`config.mk`:
```
export PLATFORM = sky130hd
export DESIGN_NAME = dfe_rx
export DESIGN_NICKNAME = d
export VERILOG_FILES = /design/src/rtl/dfe_pkg.sv /design/src/rtl/dfe_rx_tap_adapt.sv /design/src/rtl/dfe_rx.sv
export SDC_FILE = /design/constraint.sdc
export NUM_CORES = 1
export LEC_CHECK = 0
export BUFFER_PORTS_ARGS = -buffer_cell sky130_fd_sc_hd__buf_4
export CAP_MARGIN = 25
export CORE_ASPECT_RATIO = 1.4
export CORE_MARGIN = 2
export CORE_UTILIZATION = 61
export CTS_CLUSTER_DIAMETER = 40
export CTS_CLUSTER_SIZE = 30
export DETAILED_ROUTE_END_ITERATION = 16
export PLACE_DENSITY_LB_ADDON = 0.15
export RECOVER_POWER = 100
export SYNTH_ARGS = -nofsm -noshare
export SYNTH_HDL_FRONTEND = slang
export SYNTH_SLANG_ARGS = --single-unit
export TNS_END_PERCENT = 50
```
`constraint.sdc`:
```
create_clock -name clk -period 13.37 [get_ports clk]
set_clock_uncertainty 0.2 [all_clocks]
set_input_delay 2.674 -clock clk [delete_from_list [all_inputs] [get_ports clk]]
set_output_delay 2.674 -clock clk [all_outputs]
set_load 0.05 [all_outputs]
```
`src/rtl/dfe_pkg.sv`:
```
// Shared types and helpers for the one-tap decision-feedback equalizer receive path.
package dfe_pkg;
    localparam int TAP_W    = 3;
    localparam int SAMPLE_W = 8;

    localparam logic signed [TAP_W-1:0] TAP_MAX = 3'sb011;
    localparam logic signed [TAP_W-1:0] TAP_MIN = 3'sb100;

    typedef enum logic [1:0] {
        ST_IDLE   = 2'd0,
        ST_TRAIN  = 2'd1,
        ST_TRACK  = 2'd2,
        ST_LOCKED = 2'd3
    } dfe_state_e;

    function automatic logic signed [SAMPLE_W-1:0] sat8(input logic signed [9:0] x);
        logic signed [SAMPLE_W-1:0] y;
        if (x > 10'sd127) begin
            y = 8'sd127;
        end else if (x < -10'sd128) begin
            y = -8'sd128;
        end else begin
            y = x[SAMPLE_W-1:0];
        end
        return y;
    endfunction
endpackage

```
`src/rtl/dfe_rx_tap_adapt.sv`:
```
// Sign-sign LMS adaptation of the single feedback tap over fixed-length sample windows.
module tap_adapt
    import dfe_pkg::*;
#(
    parameter int ACC_LOG = 4,
    parameter int THR     = 4
) (
    input  logic                    clk,
    input  logic                    rst_n,
    input  logic                    i_valid,
    input  logic signed [1:0]       i_step,
    input  logic                    i_clear,
    output logic signed [TAP_W-1:0] o_tap,
    output logic                    o_win_end,
    output logic                    o_changed
);
    localparam int ACC_W = ACC_LOG + 2;
    localparam logic signed [ACC_W-1:0] THR_P = ACC_W'(THR);
    localparam logic signed [ACC_W-1:0] THR_N = -THR_P;

    logic signed [ACC_W-1:0]   r_acc;
    logic        [ACC_LOG-1:0] r_cnt;
    logic signed [TAP_W-1:0]   r_tap;
    logic signed [ACC_W-1:0]   w_acc_next;
    logic signed [TAP_W-1:0]   w_tap_next;
    logic                      w_win_end;

    // Window close decision; a step blocked by saturation leaves the tap unchanged
    always_comb begin
        w_acc_next = r_acc + {{ACC_LOG{i_step[1]}}, i_step};
        w_win_end  = i_valid && (r_cnt == {ACC_LOG{1'b1}});
        w_tap_next = r_tap;
        if (w_win_end && (w_acc_next > THR_P) && (r_tap != TAP_MAX)) begin
            w_tap_next = r_tap + 3'sd1;
        end else if (w_win_end && (w_acc_next < THR_N) && (r_tap != TAP_MIN)) begin
            w_tap_next = r_tap - 3'sd1;
        end else begin
            w_tap_next = r_tap;
        end
    end

    // Accumulator, window counter and tap register advance only on valid samples
    always_ff @(posedge clk or negedge rst_n) begin
        if (!rst_n) begin
            r_acc <= '0;
            r_cnt <= '0;
            r_tap <= '0;
        end else if (i_valid) begin
            r_cnt <= r_cnt + ACC_LOG'(1);
            r_tap <= w_tap_next;
            if (w_win_end || i_clear) begin
                r_acc <= '0;
            end else begin
                r_acc <= w_acc_next;
            end
        end
    end

    assign o_tap     = r_tap;
    assign o_win_end = w_win_end;
    assign o_changed = w_win_end && (w_tap_next != r_tap);
endmodule

```
`src/rtl/dfe_rx.sv`:
```
// One-tap DFE receiver: feedback cancellation, slicer, training/tracking/lock control and error count.
module dfe_rx
    import dfe_pkg::*;
#(
    parameter int TAP_SHIFT    = 3,
    parameter int REF          = 64,
    parameter int ACC_LOG      = 4,
    parameter int THR          = 4,
    parameter int LOCK_WINDOWS = 4
) (
    input  logic        clk,
    input  logic        rst_n,
    input  logic        in_valid,
    input  logic [7:0]  din,
    input  logic        train_en,
    input  logic        train_bit,
    output logic        dout_valid,
    output logic        bit_out,
    output logic [7:0]  eq_out,
    output logic [2:0]  tap_out,
    output logic        locked,
    output logic [15:0] err_cnt
);
    localparam int STB_W = $clog2(LOCK_WINDOWS + 1);
    localparam logic signed [9:0] REF_P = 10'(REF);
    localparam logic signed [9:0] REF_N = -REF_P;

    logic signed [TAP_W-1:0]    w_tap;
    logic signed [9:0]          w_din_x;
    logic signed [9:0]          w_fb;
    logic signed [9:0]          w_sum;
    logic signed [9:0]          w_eq_x;
    logic signed [9:0]          w_err;
    logic signed [SAMPLE_W-1:0] w_eq;
    logic signed [1:0]          w_sgn;
    logic signed [1:0]          w_step;
    logic                       w_dec;
    logic                       w_ref_bit;
    logic                       w_clear;
    logic                       w_win_end;
    logic                       w_changed;
    dfe_state_e                 w_mode;
    dfe_state_e                 r_state;
    logic [STB_W-1:0]           r_stable;
    logic                       r_prev_dec;

    // Cancel post-cursor ISI, slice, and take the sign of the error against the ideal level
    always_comb begin
        w_din_x   = {{2{din[7]}}, din};
        w_fb      = {{7{w_tap[TAP_W-1]}}, w_tap} <<< TAP_SHIFT;
        if (r_prev_dec) begin
            w_sum = w_din_x - w_fb;
        end else begin
            w_sum = w_din_x + w_fb;
        end
        w_eq      = sat8(w_sum);
        w_dec     = ~w_eq[SAMPLE_W-1];
        w_ref_bit = train_en ? train_bit : w_dec;
        w_eq_x    = {{2{w_eq[SAMPLE_W-1]}}, w_eq};
        w_err     = w_eq_x - (w_ref_bit ? REF_P : REF_N);
        if (w_err == 10'sd0) begin
            w_sgn = 2'sd0;
        end else if (w_err[9]) begin
            w_sgn = 2'sb11;
        end else begin
            w_sgn = 2'sd1;
        end
        w_step = r_prev_dec ? w_sgn : -w_sgn;
    end

    // Mode that governs the current sample: a train_en change applies to this very sample
    always_comb begin
        w_mode  = r_state;
        w_clear = 1'b0;
        if (train_en) begin
            w_mode  = ST_TRAIN;
            w_clear = (r_state == ST_TRACK) || (r_state == ST_LOCKED);
        end else if ((r_state == ST_IDLE) || (r_state == ST_TRAIN)) begin
            w_mode = ST_TRACK;
        end else begin
            w_mode = r_state;
        end
    end

    tap_adapt #(
        .ACC_LOG (ACC_LOG),
        .THR     (THR)
    ) u_tap_adapt (
        .clk       (clk),
        .rst_n     (rst_n),
        .i_valid   (in_valid),
        .i_step    (w_step),
        .i_clear   (w_clear),
        .o_tap     (w_tap),
        .o_win_end (w_win_end),
        .o_changed (w_changed)
    );

    // Control FSM with stable-window counting and registered lock flag
    always_ff @(posedge clk or negedge rst_n) begin
        if (!rst_n) begin
            r_state  <= ST_IDLE;
            r_stable <= '0;
            locked   <= 1'b0;
        end else if (in_valid) begin
            case (w_mode)
                ST_TRAIN: begin
                    r_state  <= ST_TRAIN;
                    r_stable <= '0;
                    locked   <= 1'b0;
                end
                ST_TRACK: begin
                    if (w_win_end && w_changed) begin
                        r_state  <= ST_TRACK;
                        r_stable <= '0;
                        locked   <= 1'b0;
                    end else if (w_win_end) begin
                        r_stable <= r_stable + STB_W'(1);
                        if ((r_stable + STB_W'(1)) == STB_W'(LOCK_WINDOWS)) begin
                            r_state <= ST_LOCKED;
                            locked  <= 1'b1;
                        end else begin
                            r_state <= ST_TRACK;
                            locked  <= 1'b0;
                        end
                    end else begin
                        r_state <= ST_TRACK;
                        locked  <= 1'b0;
                    end
                end
                ST_LOCKED: begin
                    if (w_win_end && w_changed) begin
                        r_state  <= ST_TRACK;
                        r_stable <= '0;
                        locked   <= 1'b0;
                    end else begin
                        r_state <= ST_LOCKED;
                        locked  <= 1'b1;
                    end
                end
                default: begin
                    r_state  <= ST_IDLE;
                    r_stable <= '0;
                    locked   <= 1'b0;
                end
            endcase
        end
    end

    // Output sample registers, decision history and training error count
    always_ff @(posedge clk or negedge rst_n) begin
        if (!rst_n) begin
            dout_valid <= 1'b0;
            bit_out    <= 1'b0;
            eq_out     <= 8'd0;
            err_cnt    <= 16'd0;
            r_prev_dec <= 1'b0;
        end else begin
            dout_valid <= in_valid;
            if (in_valid) begin
                r_prev_dec <= w_ref_bit;
                eq_out     <= w_eq;
                bit_out    <= w_dec;
                if (train_en && (w_dec != train_bit) && (err_cnt != 16'hFFFF)) begin
                    err_cnt <= err_cnt + 16'd1;
                end
            end
        end
    end

    assign tap_out = w_tap;
endmodule

```
==> results of run 1 <==
-- worst register-to-register path: cells and delay by family, from the launching register on --
| kind | cells | cell delay [ps] |
|---|---|---|
| xor gates and xnor gates | 2 | 620 |
| and+or+nand+nor | 5 | 1290 |
| muxes | 1 | 280 |
| adders and majority gates | 5 | 1470 |
| AOI/OAI and AO/OA | 12 | 2360 |
| buffers and inverters | 2 | 180 |
| DFF | 1 | 440 |
-- state kept, by name (all words and copies together), names as in the netlist --
| register | flops |
|---|---|
| bit_out | 1 |
| dout_valid | 1 |
| eq_out | 8 |
| err_cnt | 16 |
| locked | 1 |
| r_prev_dec | 1 |
| r_stable | 3 |
| r_state | 2 |
| u_tap_adapt.o_tap | 3 |
| u_tap_adapt.r_acc | 6 |
| u_tap_adapt.r_cnt | 4 |
-- how the worst max path moves through the flow --
stage / from / endpoint / slack (ps) / depth (start not counted)
2_1_floorplan: din[5] / locked / 5870 / 23
3_3_place_gp: din[5] / locked / 5510 / 23
3_5_place_dp: din[5] / locked / 5260 / 23
4_1_cts: din[5] / locked / 5550 / 23
5_1_grt: din[5] / locked / 4830 / 23
6_report: din[5] / r_state[0] / 5230 / 23
-- per-stage QoR --
stage,cell area [um^2],setup WS [ps],std cells,hold WS [ps],utilization
after floorplan,2760,5870,275,260,-
after global placement,3110,5510,371,267,0.727
after detailed placement,3110,5260,371,271,0.727
after CTS,3220,5550,379,290,0.753
after global routing,3070,4830,379,292,0.719
final,3070,5230,379,279,0.719
-- cell usage in the layout (no fill, tap or decap), types with 6 or more instances in the layout --
master / instances
dfrtp_1: 46
clkbuf_1: 33
inv_1: 32
xnor2_1: 24
ha_1: 20
nor2_1: 14
nand2_1: 14
o21ai_0: 13
nand3_1: 12
a21oi_1: 9
buf_4: 9
o22ai_1: 7
a21o_1: 6
nand4_1: 6
mux2i_1: 6
-- layer usage --
metal	wire, um	track usage
met1	2280	0.285
met2	2670	0.376
met3	161	0.0434
met4	83	0.0731
met5	0	0
-- final cells by class --
| cell class | instances | share of cell area |
|---|---|---|
| multi-input combinational | 191 | 0.462 |
| clock buffer | 6 | 0.0236 |
| clock inverter | 2 | 0.0122 |
| inverter | 32 | 0.0391 |
| tap | 60 | 0.0244 |
| timing repair buffer | 42 | 0.0635 |
| sequential | 46 | 0.375 |
-- cells by family (layout without fill, tap and decap cells) --
logic type | after synthesis | after routing | synth area share
muxes | 11 | 11 | 0.0422
AOI/OAI and AO/OA | 62 | 62 | 0.157
and+or+nand+nor | 68 | 68 | 0.129
adders and majority gates | 22 | 22 | 0.105
DFF | 46 | 46 | 0.418
buffers and inverters | 38 | 82 | 0.0576
xor gates and xnor gates | 28 | 28 | 0.0917
==> flow_summary.ini, run 1 <==
[logic_synthesis]
synth_nets = 310
synth_area_leaders = dfrtp_1 42%, ha_1 9.1%, xnor2_1 7.3%
synth_area_per_cell_um2 = 10.0
yosys_warnings = 0
synth_top_area_share = 0.418
yosysTopAreaCell = dfrtp_1
yosysMostFrequentCell = dfrtp_1
netlist-cell-type-count = 51
ys_top_cells_by_count = 46 x dfrtp_1, 32 x inv_1, 23 x xnor2_1
synth_edf_count = 0
async_flop_share = 1.00
netlist_instances = 275
synth_flop_cell = dfrtp_1
seq_area_frac_synth = 0.418
synthesis.area_um2 = 2760
yosys_register_bits = 46

[timing]
fmaxAchievable_mhz = 123
drv_slew = 85
post-route-period-util = 0.609
setup-tns-final_ps = 0
finalSetupViolCount = 0
fin_crit_ps = 8140
rsz0062_at_grt = no
relSlewSlack = -0.606
tightest_slew_ps = 2410
hold_violations = 0

[critical_path]
worst_path_most_repeated_cell = a21oi_1
path_buf_inv = 1
worstRegToRegCells = 27
crit_chain = clkbuf_4, ha_1, o21ai_0, a21oi_1, a21o_1, xnor2_1, o21ai_0, ha_1, nand2b_1, nand3_1, o21ai_0, a211o_1, nor2_1, ha_1, a21o_1, a21oi_1, o21bai_1, a21oi_1, xnor2_1, or3_1, a21oi_1, or2_0, o221ai_1
required_ps = 13290
crit_type = in -> reg
r2r_setup_slack_ps = 6360
endpoint_kind = flip-flop
start_kind = primary input
max_stage_delay_ps = 520
arrival_ps = 8050
crit-reg2reg-launch = u_tap_adapt.o_tap[0]
cp_max_fo = 9
rr_endpoint = r_state[0]
crit_family = compound AO/OA/AOI/OAI gates
worst_path_max_delay_cell = xnor2_1

[cts]
clk_latency_ps = 290
h-tree-depth = 2
clockRootBuffer = clkbuf_8
cts_resized = 0
cts_buffers = 5
post_cts_buffers = 0
cts_sinks = 46
cts_hold_buf = 0
cts_tree = built
clk_pin_slew_ps = 80
clock_path_buffers = 2

[finish]
diodes = 0
nFillCells = 358
nets = 353
layout-drive-gt1-share = 0.0909
syn_to_final_growth_pct = 11.4
multiInputGateArea_um2 = 1420
seqCellArea_um2 = 1150

[routing]
ant_nets = 0
via_per_inst = 5.54
drtIter0Drc = 64
vias = 2099
wl_per_cell_um = 13.7
drt_first_pass_iters = 4
drc = 0
wl_um = 5200

[place]
port_buffers = 42
dp_hpwl_um = 3960
place.gp.congestion = 0.804

[grt]
grt_max_degree = 47
globalRouteTotalUtil = 0.225
grt_pass1_vias = 2031
antenna_found_initial = 0
grt_overflow = 0
grt_pass1_wl_um = 8840

[floorplan]
die_width_um = 60.8
initial_core_util = 0.645
die_area_um2 = 5080
core-area_um2 = 4270
pin_count = 43
rows = 28
die_h_um = 83.5

[min_path]
holdPathStages = 1
worstHoldStart = eq_out[7]
hold_end = eq_out[7]
hp-class = reg -> reg

[run]
drv_cap = 2

[run_status]
outcome = finished, violations left
failed_checks = capacitance limit, slew limit
Power of run 1 is left out: the tool's default activity adds up to more than one toggle a clock period on the data nets, which glitch-free logic cannot reach.
==> run 2, diff against run 1 <==
ABC_AREA = 1   (was default)
CORE_UTILIZATION = 57   (was 61)
clock period = 7.5 ns   (was 13.37 ns; I/O delays follow)
==> run 2 against run 1 <==
The run still ends with capacitance limit, slew limit left. Via count rose by 12%. First-iteration DRC count increased by 83%. Area after synthesis grew 2.9%. Die area grew 9.5%. Critical path depth up 5. Synthesized cell count rose by 20%. Sequential cell count unchanged. Utilization shrank 6.7 points. Wire length increased by 13%. Cell area up 2.0%.
==> flow_summary.ini, run 2 <==
[timing]
setup-tns-final_ps = 0
hold_violations = 0
fin_crit_ps = 5890
post-route-period-util = 0.785
tightest_slew_ps = 2450
drv_slew = 47
relSlewSlack = -0.635
fmaxAchievable_mhz = 170
rsz0062_at_grt = no
finalSetupViolCount = 0

[logic_synthesis]
synth_top_area_share = 0.406
synthesis.area_um2 = 2840
yosys_warnings = 0
yosys_register_bits = 46
yosysTopAreaCell = dfrtp_1
async_flop_share = 1.00
ys_top_cells_by_count = 74 x nand2_1, 46 x dfrtp_1, 38 x inv_1
synth_nets = 366
synth_area_leaders = dfrtp_1 41%, nand2_1 9.8%, ha_1 8.8%
synth_flop_cell = dfrtp_1
yosysMostFrequentCell = nand2_1
netlist_instances = 331
synth_edf_count = 0
synth_area_per_cell_um2 = 8.57
seq_area_frac_synth = 0.406
netlist-cell-type-count = 35

[grt]
grt_overflow = 0
grt_pass1_wl_um = 10400
grt_pass1_vias = 2311
grt_max_degree = 47
globalRouteTotalUtil = 0.237
antenna_found_initial = 0

[routing]
drc = 0
drt_first_pass_iters = 4
ant_nets = 0
vias = 2359
drtIter0Drc = 117
wl_per_cell_um = 13.2
via_per_inst = 5.34
wl_um = 5860

[floorplan]
die_width_um = 63.6
rows = 30
die_area_um2 = 5560
die_h_um = 87.5
initial_core_util = 0.590
pin_count = 43
core-area_um2 = 4800

[place]
dp_hpwl_um = 4570
port_buffers = 42
place.gp.congestion = 0.830

[finish]
diodes = 0
multiInputGateArea_um2 = 1450
nFillCells = 464
layout-drive-gt1-share = 0.0873
largest-register = err_cnt
syn_to_final_growth_pct = 10.5
final_cell_mix = 80 x nand2_1, 46 x dfrtp_1, 38 x inv_1, 34 x clkbuf_1, 26 x nor2_1
nets = 412
layout_commonest_cell = nand2_1
largest_registers = err_cnt x16, eq_out x8, u_tap_adapt.r_acc x6
largest_reg_flops = 16
seqCellArea_um2 = 1150

[min_path]
hp-class = reg -> reg
holdPathStages = 1

[run_status]
failed_checks = capacitance limit, slew limit
outcome = finished, violations left

[critical_path]
path_depth = 28
worst_path_max_delay_cell = a211oi_1
worst_path_most_repeated_cell = nand2_1
start_kind = primary input
crit_family = simple AND/OR/NAND/NOR gates
worstRegToRegCells = 32
endpoint_kind = flip-flop
arrival_ps = 5890
required_ps = 7500
cp_max_fo = 5
path_buf_inv = 6
crit_type = in -> reg
max_stage_delay_ps = 420

[cts]
clock_path_buffers = 2
cts_sinks = 46
post_cts_buffers = 0
cts_buffers = 5
cts_tree = built
clk_latency_ps = 300
cts_resized = 0
clk_pin_slew_ps = 80
h-tree-depth = 2
clockRootBuffer = clkbuf_8
cts_hold_buf = 0

[run]
drv_cap = 1
==> run 2: changes by cell type in the layout (fill, tap and decap cells not counted), sizes merged, moves of 5 or more <==
cell,change
nand2,+74
xnor2,-15
nor2,+13
xor2,+13
nand3,+11
a31oi,+7
inv,+7
mux2i,-6
o22ai,-6
a21o,-5
mux2,-5
==> run 2: routing by layer <==
metal  GRT usage  wire [um]  part of all wire
met3      0.0323        195             0.033
met2       0.436       3110              0.53
met1       0.284       2400              0.41
met5           0          0                 0
met4      0.0771        151             0.026
==> run 2: logic make-up (layout without fill, tap and decap cells) <==
kind of cell / count (synthesis) / in the layout / share of synthesized area
and+or+nand+nor: 157 / 157 / 0.276
DFF: 46 / 46 / 0.406
buffers and inverters: 42 / 89 / 0.0556
AOI/OAI and AO/OA: 38 / 38 / 0.0768
xor gates and xnor gates: 26 / 26 / 0.0830
adders and majority gates: 22 / 22 / 0.102
==> run 2: worst paths after layout <==
| check | from | to | slack [ps] |
|---|---|---|---|
| setup / recovery | din[7] | u_tap_adapt.o_tap[0] | 1610 |
| hold / removal | u_tap_adapt.r_cnt[3] | u_tap_adapt.r_cnt[3] | 290 |
| setup reg to reg | u_tap_adapt.o_tap[0] | u_tap_adapt.o_tap[0] | 1720 |
| hold reg to reg | u_tap_adapt.r_cnt[3] | u_tap_adapt.r_cnt[3] | 290 |
| max in group asynchronous | rst_n | r_prev_dec | 3960 |
| min in group asynchronous | rst_n | err_cnt[0] | 1740 |
==> run 2: per-stage QoR <==
stage	util	std cells	hold slack, ps	setup slack, ps	area, um^2
after floorplan	-	331	246	2090	2840
after global placement	0.670	434	260	1690	3220
after detailed placement	0.670	434	281	1500	3220
after CTS	0.693	442	297	1790	3330
after global routing	0.652	442	313	1040	3130
final	0.652	442	287	1610	3130
==> run 2: layout make-up <==
class | count | share of cell area
sequential | 46 | 0.368
clock buffer | 6 | 0.0232
inverter | 39 | 0.0467
tap | 64 | 0.0256
clock inverter | 2 | 0.0120
timing repair buffer | 42 | 0.0611
multi-input combinational | 243 | 0.464
Power of run 2 is left out for the same reason.
==> run 3, diff against run 2 <==
clock period = 6.2 ns   (was 7.5 ns; I/O delays follow)
==> run 3 against run 2 <==
The run still ends with capacitance limit, slew limit left. Final cell count shrank 0.23%. Sequential cell count is the same. First-iteration DRC count is 28% lower. Critical path type is now reg -> reg. Critical endpoint is now r_stable[1]. Highest routed layer unchanged.
==> flow_summary.ini, run 3 (synthesis gave the netlist of run 2 again) <==
[finish]
layout-drive-gt1-share = 0.101
layout_commonest_cell = nand2_1
nFillCells = 467
fin_area_um2 = 3150
largest_registers = err_cnt x16, eq_out x8, u_tap_adapt.r_acc x6
final_util = 0.657
final_cell_mix = 79 x nand2_1, 46 x dfrtp_1, 38 x inv_1, 31 x clkbuf_1, 26 x nor2_1
largest-register = err_cnt
diodes = 0
nets = 412
largest_reg_flops = 16
syn_to_final_growth_pct = 11.3

[grt]
grt_pass1_wl_um = 10400
grt_max_degree = 47
antenna_found_initial = 0
grt_pass1_vias = 2315
busiest_layer = met2
met2_usage = 0.438
met3_usage = 0.0336
grt_use_met1 = 0.284
grt_overflow = 0
globalRouteTotalUtil = 0.238

[floorplan]
die_area_um2 = 5560
die_h_um = 87.5
die_width_um = 63.6
pin_count = 43
rows = 30
core-area_um2 = 4800
initial_core_util = 0.590

[cts]
clk_latency_ps = 300
cts_tree = built
h-tree-depth = 2
clock_path_buffers = 2
cts_buffers = 5
cts_resized = 0
clockRootBuffer = clkbuf_8
cts_hold_buf = 0
clk_pin_slew_ps = 80
cts_sinks = 46
post_cts_buffers = 0

[place]
dpl-instance-area_um2 = 3220
place.gp.congestion = 0.830
port_buffers = 42
dp_hpwl_um = 4570

[timing]
post-route-period-util = 0.901
finalSetupViolCount = 0
rsz0062_at_grt = no
tightest_slew_ps = 2450
drv_slew = 47
hold_violations = 0
relSlewSlack = -0.635
fin_crit_ps = 5590
whs_ps = 290
fmaxAchievable_mhz = 179
setup-tns-final_ps = 0

[critical_path]
start_kind = flip-flop
max_stage_delay_ps = 470
cp_max_fo = 5
worst_path_max_delay_cell = dfrtp_1
cp-startpoint = u_tap_adapt.o_tap[0]
worstRegToRegCells = 33
crit-reg2reg-launch = u_tap_adapt.o_tap[0]
crit_type = reg -> reg
worst_path_most_repeated_cell = nand2_1
endpoint_kind = flip-flop
required_ps = 6200
arrival_ps = 5580

[routing]
drt_first_pass_iters = 4
wl_per_cell_um = 13.4
wl_um = 5930
drtIter0Drc = 84
drc = 0
via_per_inst = 5.24
vias = 2313
ant_nets = 0

[run]
drv_cap = 1

[min_path]
hp-class = reg -> reg
worstHoldStart = locked
holdPathStages = 2

[run_status]
outcome = finished, violations left
failed_checks = capacitance limit, slew limit
## run 3: changes by cell type in the layout (fill, tap and decap cells not counted)
cell	change
clkbuf_1	-3
nand2_1	-1
nand3_1	-2
nand3_2	+2
nand2_2	+1
clkbuf_4	-1
clkbuf_8	+1
buf_4	+3
clkinvlp_4	-1
## run 3: final timing paths
check                               to  slack [ps]
max                        r_stable[1]         610
min                             locked         290
max reg2reg                r_stable[1]         610
min reg2reg                     locked         290
max in group asynchronous   r_prev_dec        2920
min in group asynchronous   err_cnt[0]        1480
## run 3: critical path: cells and delay by family, from the launching register on
family                     cells  cell delay (ps)
DFF                            1              470
buffers and inverters          6              490
xor gates and xnor gates       1              220
and+or+nand+nor               18             1450
AOI/OAI and AO/OA              4             1330
adders and majority gates      4             1300
## run 3: area by class of cell
cell class | instances | area (um^2) | share of cell area
clock buffer | 6 | 82.6 | 0.0262
clock inverter | 1 | 30.0 | 0.00952
tap | 64 | 80.1 | 0.0254
timing repair buffer | 42 | 199 | 0.0631
sequential | 46 | 1150 | 0.365
multi-input combinational | 243 | 1470 | 0.464
inverter | 39 | 146 | 0.0464
## run 3: metrics by stage
| step | std cells | worst slack, ps |
|---|---|---|
| 2_1_floorplan | 331 | 883 |
| 3_3_place_gp | 434 | 647 |
| 3_5_place_dp | 434 | 481 |
| 4_1_cts | 441 | 555 |
| 5_1_grt | 441 | 32.6 |
| 6_report | 441 | 614 |
## run 3: per-layer routing
| metal | vias up | wire length (um) |
|---|---|---|
| met2 | 42 | 3150 |
| met5 | - | 0 |
| li1 | 1169 | - |
| met4 | 0 | 124 |
| met1 | 1091 | 2480 |
| met3 | 11 | 174 |
Power of run 3 is left out for the same reason.
